<file path="config.mk">
export PLATFORM = sky130hd
export DESIGN_NAME = csr_exec_flat
export DESIGN_NICKNAME = d
export VERILOG_FILES = /design/src/rtl/csr_exec_if.sv /design/src/rtl/csr_exec.sv /design/src/flat_wrapper.sv
export SDC_FILE = /design/constraint.sdc
export NUM_CORES = 1
export LEC_CHECK = 0
export CORE_ASPECT_RATIO = 0.5
export CORE_MARGIN = 5
export CORE_UTILIZATION = 50
export CTS_BUF_LIST = sky130_fd_sc_hd__clkbuf_16
export CTS_CLUSTER_SIZE = 10
export DETAILED_ROUTE_END_ITERATION = 7
export PLACE_DENSITY = 0.85
export SETUP_SLACK_MARGIN = 0.2
export SLEW_MARGIN = 25
export SYNTH_ARGS = -nofsm -noshare
export SYNTH_HDL_FRONTEND = slang
export SYNTH_SLANG_ARGS = --single-unit
</file>
<file path="constraint.sdc">
create_clock -name clock -period 11 [get_ports clock]
set_clock_uncertainty 0.15 [all_clocks]
set_input_delay 2.2 -clock clock [delete_from_list [all_inputs] [get_ports clock]]
set_output_delay 2.2 -clock clock [all_outputs]
set_load 0.01 [all_outputs]
</file>
<file path="src/rtl/csr_exec_if.sv">
//------------------------------------------------------------------------------
// csr_exec_if : issue, csr-block and writeback signals of the CSR sequencer
// Revision    : 1.0
//------------------------------------------------------------------------------
`default_nettype none

interface csr_exec_if #(
    parameter int XLEN = 32
);
    logic            in_valid;
    logic            in_ready;
    logic [2:0]      in_funct3;
    logic [11:0]     in_addr;
    logic [4:0]      in_src;
    logic [XLEN-1:0] in_rs1_data;
    logic [4:0]      in_rd;
    logic [11:0]     csr_addr;
    logic            csr_wen;
    logic [XLEN-1:0] csr_wdata;
    logic [XLEN-1:0] csr_rdata;
    logic            out_valid;
    logic            out_ready;
    logic [4:0]      out_rd;
    logic [XLEN-1:0] out_data;
    logic            out_illegal;
    logic            is_done_inst;

    modport slave (
        input  in_valid, in_funct3, in_addr, in_src, in_rs1_data, in_rd,
        input  csr_rdata, out_ready,
        output in_ready, csr_addr, csr_wen, csr_wdata,
        output out_valid, out_rd, out_data, out_illegal, is_done_inst
    );

    modport master (
        output in_valid, in_funct3, in_addr, in_src, in_rs1_data, in_rd,
        output csr_rdata, out_ready,
        input  in_ready, csr_addr, csr_wen, csr_wdata,
        input  out_valid, out_rd, out_data, out_illegal, is_done_inst
    );
endinterface

`default_nettype wire

</file>
<file path="src/rtl/csr_exec.sv">
//------------------------------------------------------------------------------
// csr_exec : execute-stage sequencer for Zicsr instructions (IDLE/READ/WRITE/RESP)
// Option   : CSR_EXEC_ROCHECK_EN flags writes to addr[11:10]==2'b11 as illegal
// Revision : 1.0
//------------------------------------------------------------------------------
`default_nettype none

module csr_exec #(
    parameter int XLEN = 32
) (
    input  wire logic clock,
    input  wire logic reset,
    csr_exec_if.slave bus
);
    typedef enum logic [1:0] {
        S_IDLE  = 2'd0,
        S_READ  = 2'd1,
        S_WRITE = 2'd2,
        S_RESP  = 2'd3
    } state_t;

    state_t          state_q;
    logic [2:0]      funct3_q;
    logic [4:0]      src_q;
    logic [XLEN-1:0] rs1_q;
    logic [11:0]     csr_addr_q;
    logic            csr_wen_q;
    logic [XLEN-1:0] wdata_q;
    logic            in_ready_q;
    logic            out_valid_q;
    logic [4:0]      out_rd_q;
    logic [XLEN-1:0] out_data_q;
    logic            illegal_q;

    logic [XLEN-1:0] operand;
    logic [XLEN-1:0] wdata_d;
    logic            do_write;
    logic            ro_fault;
    logic            in_legal;

    always_comb begin
        operand  = funct3_q[2] ? {{(XLEN-5){1'b0}}, src_q} : rs1_q;
        do_write = (funct3_q[1:0] == 2'b01) || (src_q != 5'd0);
        in_legal = (bus.in_funct3[1:0] != 2'b00);
        case (funct3_q[1:0])
            2'b10:   wdata_d = bus.csr_rdata | operand;
            2'b11:   wdata_d = bus.csr_rdata & ~operand;
            default: wdata_d = operand;
        endcase
`ifdef CSR_EXEC_ROCHECK_EN
        ro_fault = do_write && (csr_addr_q[11:10] == 2'b11);
`else
        ro_fault = 1'b0;
`endif
    end

    always_ff @(posedge clock or posedge reset) begin
        if (reset) begin
            state_q     <= S_IDLE;
            funct3_q    <= 3'd0;
            src_q       <= 5'd0;
            rs1_q       <= '0;
            csr_addr_q  <= 12'd0;
            csr_wen_q   <= 1'b0;
            wdata_q     <= '0;
            in_ready_q  <= 1'b1;
            out_valid_q <= 1'b0;
            out_rd_q    <= 5'd0;
            out_data_q  <= '0;
            illegal_q   <= 1'b0;
        end else begin
            case (state_q)
                S_IDLE: begin
                    if (bus.in_valid) begin
                        in_ready_q <= 1'b0;
                        funct3_q   <= bus.in_funct3;
                        src_q      <= bus.in_src;
                        rs1_q      <= bus.in_rs1_data;
                        out_rd_q   <= bus.in_rd;
                        if (in_legal) begin
                            illegal_q  <= 1'b0;
                            csr_addr_q <= bus.in_addr;
                            state_q    <= S_READ;
                        end else begin
                            // Reserved funct3: answer immediately, never touch the csr block
                            illegal_q   <= 1'b1;
                            out_data_q  <= '0;
                            out_valid_q <= 1'b1;
                            state_q     <= S_RESP;
                        end
                    end
                end
                S_READ: begin
                    if (ro_fault) begin
                        illegal_q   <= 1'b1;
                        out_data_q  <= '0;
                        csr_addr_q  <= 12'd0;
                        out_valid_q <= 1'b1;
                        state_q     <= S_RESP;
                    end else begin
                        out_data_q <= bus.csr_rdata;
                        wdata_q    <= wdata_d;
                        if (do_write) begin
                            csr_wen_q <= 1'b1;
                            state_q   <= S_WRITE;
                        end else begin
                            csr_addr_q  <= 12'd0;
                            out_valid_q <= 1'b1;
                            state_q     <= S_RESP;
                        end
                    end
                end
                S_WRITE: begin
                    csr_wen_q   <= 1'b0;
                    csr_addr_q  <= 12'd0;
                    out_valid_q <= 1'b1;
                    state_q     <= S_RESP;
                end
                default: begin
                    if (bus.out_ready) begin
                        out_valid_q <= 1'b0;
                        in_ready_q  <= 1'b1;
                        state_q     <= S_IDLE;
                    end
                end
            endcase
        end
    end

    assign bus.in_ready     = in_ready_q;
    assign bus.csr_addr     = csr_addr_q;
    assign bus.csr_wen      = csr_wen_q;
    assign bus.csr_wdata    = wdata_q;
    assign bus.out_valid    = out_valid_q;
    assign bus.out_rd       = out_rd_q;
    assign bus.out_data     = out_data_q;
    assign bus.out_illegal  = illegal_q;
    // Retire coincides with the writeback handshake
    assign bus.is_done_inst = out_valid_q & bus.out_ready & ~illegal_q;

endmodule

`default_nettype wire

</file>
<file path="src/flat_wrapper.sv">
// flat-port wrapper written by rule: the top's interface ports become plain ports
module csr_exec_flat 
#(
    parameter int XLEN = 32
)
  (clock, reset, bus_in_valid, bus_in_funct3, bus_in_addr, bus_in_src, bus_in_rs1_data, bus_in_rd, bus_csr_rdata, bus_out_ready, bus_in_ready, bus_csr_addr, bus_csr_wen, bus_csr_wdata, bus_out_valid, bus_out_rd, bus_out_data, bus_out_illegal, bus_is_done_inst);
  csr_exec_if #(.XLEN(XLEN)) bus_i ();
  input  wire logic clock;
  input  wire logic reset;
  input wire logic [$bits(bus_i.in_valid)-1:0] bus_in_valid;
  input wire logic [$bits(bus_i.in_funct3)-1:0] bus_in_funct3;
  input wire logic [$bits(bus_i.in_addr)-1:0] bus_in_addr;
  input wire logic [$bits(bus_i.in_src)-1:0] bus_in_src;
  input wire logic [$bits(bus_i.in_rs1_data)-1:0] bus_in_rs1_data;
  input wire logic [$bits(bus_i.in_rd)-1:0] bus_in_rd;
  input wire logic [$bits(bus_i.csr_rdata)-1:0] bus_csr_rdata;
  input wire logic [$bits(bus_i.out_ready)-1:0] bus_out_ready;
  output wire logic [$bits(bus_i.in_ready)-1:0] bus_in_ready;
  output wire logic [$bits(bus_i.csr_addr)-1:0] bus_csr_addr;
  output wire logic [$bits(bus_i.csr_wen)-1:0] bus_csr_wen;
  output wire logic [$bits(bus_i.csr_wdata)-1:0] bus_csr_wdata;
  output wire logic [$bits(bus_i.out_valid)-1:0] bus_out_valid;
  output wire logic [$bits(bus_i.out_rd)-1:0] bus_out_rd;
  output wire logic [$bits(bus_i.out_data)-1:0] bus_out_data;
  output wire logic [$bits(bus_i.out_illegal)-1:0] bus_out_illegal;
  output wire logic [$bits(bus_i.is_done_inst)-1:0] bus_is_done_inst;
  assign bus_i.in_valid = bus_in_valid;
  assign bus_i.in_funct3 = bus_in_funct3;
  assign bus_i.in_addr = bus_in_addr;
  assign bus_i.in_src = bus_in_src;
  assign bus_i.in_rs1_data = bus_in_rs1_data;
  assign bus_i.in_rd = bus_in_rd;
  assign bus_i.csr_rdata = bus_csr_rdata;
  assign bus_i.out_ready = bus_out_ready;
  assign bus_in_ready = bus_i.in_ready;
  assign bus_csr_addr = bus_i.csr_addr;
  assign bus_csr_wen = bus_i.csr_wen;
  assign bus_csr_wdata = bus_i.csr_wdata;
  assign bus_out_valid = bus_i.out_valid;
  assign bus_out_rd = bus_i.out_rd;
  assign bus_out_data = bus_i.out_data;
  assign bus_out_illegal = bus_i.out_illegal;
  assign bus_is_done_inst = bus_i.is_done_inst;
  csr_exec #(.XLEN(XLEN)) u_core (.clock(clock), .reset(reset), .bus(bus_i));
endmodule
</file>
==> impl_metrics.json <==
{
  "status": "finished clean",
  "final_cells": 828,
  "finalCriticalPeriod_ps": 5750,
  "worstMarginPinSlew_ps": 909,
  "wl_per_cell_um": 17.8,
  "track_usage_pct": 22.4,
  "syn_inst": 502,
  "setup_violations": 0,
  "start_util_pct": 51.3,
  "fin_crit_sh_pct": 52.2,
  "synth.distinct_cells": 37,
  "die_h_um": 85.3,
  "multi_input_area_mm2": 0.00229,
  "maxCapViolCount": 0,
  "cts_made_buffers": 17,
  "die_w_um": 161,
  "synth_top_area_cell": "dfrtp_1",
  "drt_pass1_iterations": 4,
  "root_buffer": "clkbuf_16",
  "cp.required_ps": 8650,
  "num_antenna_cells": 0,
  "start_kind": "primary input",
  "die_area_mm2": 0.0137,
  "cts_sinks": 127,
  "yosysWarnings": 0,
  "layout_common_cells": "clkdlybuf4s50_1, dfrtp_1, nand2_1",
  "cp_top_family": "buffers and inverters",
  "num_rows": 27,
  "power_density_mw_per_mm2": 303,
  "cts_tree": "done",
  "vdd_ir_drop_max_mv": 0.164,
  "cts_setup_buffers": 0,
  "rsz0062_at_grt": "no",
  "fin_setup_tns_ps": 0,
  "vias": 4396,
  "drive_gt1_share_pct": 14.8,
  "critPathArrivalTime_ps": 3400,
  "syn_area_per_cell_um2": 11.3,
  "synth_edf_count": 0,
  "endpoint_kind": "output port",
  "grt_first_pass_wirelength_mm": 24.5,
  "gp_congestion": 0.779,
  "synthArstFlopShare_pct": 100,
  "wirelength_mm": 14.8,
  "syn-cell-area_mm2": 0.00567,
  "power.leakage_nw": 3.53,
  "crit_buf_inv": 2,
  "antenna_left": 0,
  "critPathKind": "in2out",
  "antenna_found_initial": 0,
  "drt_iter0_drc": 197,
  "io_pins": 179,
  "regArea_mm2": 0.00318,
  "ys.flop_type": "dfrtp_1",
  "grt_pass1_vias": 4703,
  "drc": 0,
  "layout.nets": 768,
  "path_cells": "clkdlybuf4s50_1 -> nand2_1 -> nor2_1 -> clkdlybuf4s50_1",
  "crit_top_cell": "clkdlybuf4s50_1",
  "htreeDepth": 4,
  "syn_to_final_growth_pct": 43.1,
  "finalHoldViolCount": 0,
  "io_buffers": 178,
  "grt-ovfl-total": 0,
  "cp_slowest_cell": "clkdlybuf4s50_1",
  "vias_per_cell": 5.31,
  "hold_class": "reg2reg",
  "ys_ff_latch": 127,
  "dpl.cell_count": 797,
  "nFillCells": 766,
  "final_common_cell": "clkdlybuf4s50_1",
  "synth_seq_area_share_pct": 56.1,
  "core-area_mm2": 0.0110,
  "synth_nets": 599,
  "slew_headroom_pct": 39.4,
  "post_cts_resized": 0,
  "cp_max_fo": 3,
  "finalMaxSlewViolations": 0,
  "cts_hold_buf": 0,
  "synth_top_area_share_pct": 55.7,
  "synth_area_leaders": "dfrtp_1, mux2_2, nand2_1",
  "clockBufferDepth": 2,
  "fmax_mhz": 174,
  "clock_latency_ps": 400,
  "hpwl_mm": 9.73,
  "critPathMaxStageDelay_ps": 540,
  "grt_max_degree": 82,
  "cts.clk_slew.worst_paths_ps": 50
}
==> report_power, final <==
part	internal, W	total (W)	switching [W]
registers	0.000678	0.000811	0.000133
logic	0.000552	0.00107	0.000522
clock network	0.000374	0.000573	0.000199
==> sequential cells by signal, summed over array words and instances (netlist names) <==
register,cells
u_core.bus.in_ready,1
u_core.rs1_q,32
u_core.bus.csr_addr,12
u_core.funct3_q,3
u_core.bus.out_rd,5
u_core.src_q,5
u_core.bus.csr_wdata,32
u_core.bus.csr_wen,1
u_core.bus.out_illegal,1
u_core.bus.out_data,32
u_core.state_q,2
u_core.bus.out_valid,1
==> cell usage after synthesis, types with 2 or more instances <==
master	count
mux2i_1	6
nand3_1	7
o31ai_1	3
a211oi_1	28
clkbuf_1	12
buf_2	11
mux2_4	3
o21ai_0	4
o2bb2ai_1	8
nand2_1	75
a21oi_1	33
a21o_1	28
dfrtp_1	126
mux2_2	52
inv_1	6
nor2_1	7
ha_1	4
and2b_1	2
buf_4	5
buf_6	4
o21ai_1	33
nor2b_1	30
==> final timing paths <==
kind / from / end / slack (ps) / cells after the start
max: bus_out_ready / bus_is_done_inst / 5250 / 4
min in group asynchronous: reset / u_core.bus.out_data[17]$_DFFE_PP0P_ / 2070 / 2
min reg2reg: u_core.bus.csr_wdata[12]$_DFFE_PP0N_ / u_core.bus.csr_wdata[12]$_DFFE_PP0N_ / 330 / 1
max reg2reg: u_core.state_q[1]$_DFFE_PP0P_ / u_core.bus.csr_addr[10]$_DFFE_PP0P_ / 7420 / 5
min: u_core.bus.csr_wdata[12]$_DFFE_PP0N_ / u_core.bus.csr_wdata[12]$_DFFE_PP0N_ / 330 / 1
max in group asynchronous: reset / u_core.rs1_q[8]$_DFFE_PP0P_ / 7500 / 3
==> routing by layer <==
layer / track usage (%) / up-vias / share of wire (%)
li1: - / 2097 / -
met1: 26.7 / 2174 / 41
met2: 39.6 / 105 / 52
met3: 5.77 / 20 / 5.0
met4: 8.51 / 0 / 1.5
met5: 0 / - / 0
==> cell families after synthesis <==
logic type | share of synthesized area (%)
compound gates | 16.5
simple gates | 10.6
flops | 56.1
mux | 12.2
buf+inv | 3.75
fa+ha+maj | 0.883
==> metrics by stage <==
step                      hold WS [ps]  total power (W)  util (%)  instance area [um^2]  worst slack, ps
after detailed placement           318          0.00189      67.9                  7500             5250
after floorplan                    329          0.00147         -                  5670             5270
after global placement             314          0.00185      67.8                  7490             5260
final                              327          0.00246      73.4                  8110             5250
after global routing               335          0.00262      73.4                  8110             5210
after CTS                          329          0.00248      73.3                  8100             5260
==> final cells by class <==
| type | count | share of cell area, % |
|---|---|---|
| Sequential cell | 127 | 39.2 |
| Multi-Input combinational cell | 335 | 28.3 |
| Timing Repair Buffer | 183 | 22.5 |
| Clock buffer | 17 | 5.25 |
| Tap cell | 145 | 2.24 |
| Clock inverter | 14 | 2.18 |
| Inverter | 7 | 0.370 |
Note: power is estimated with default switching activity, not from simulation.
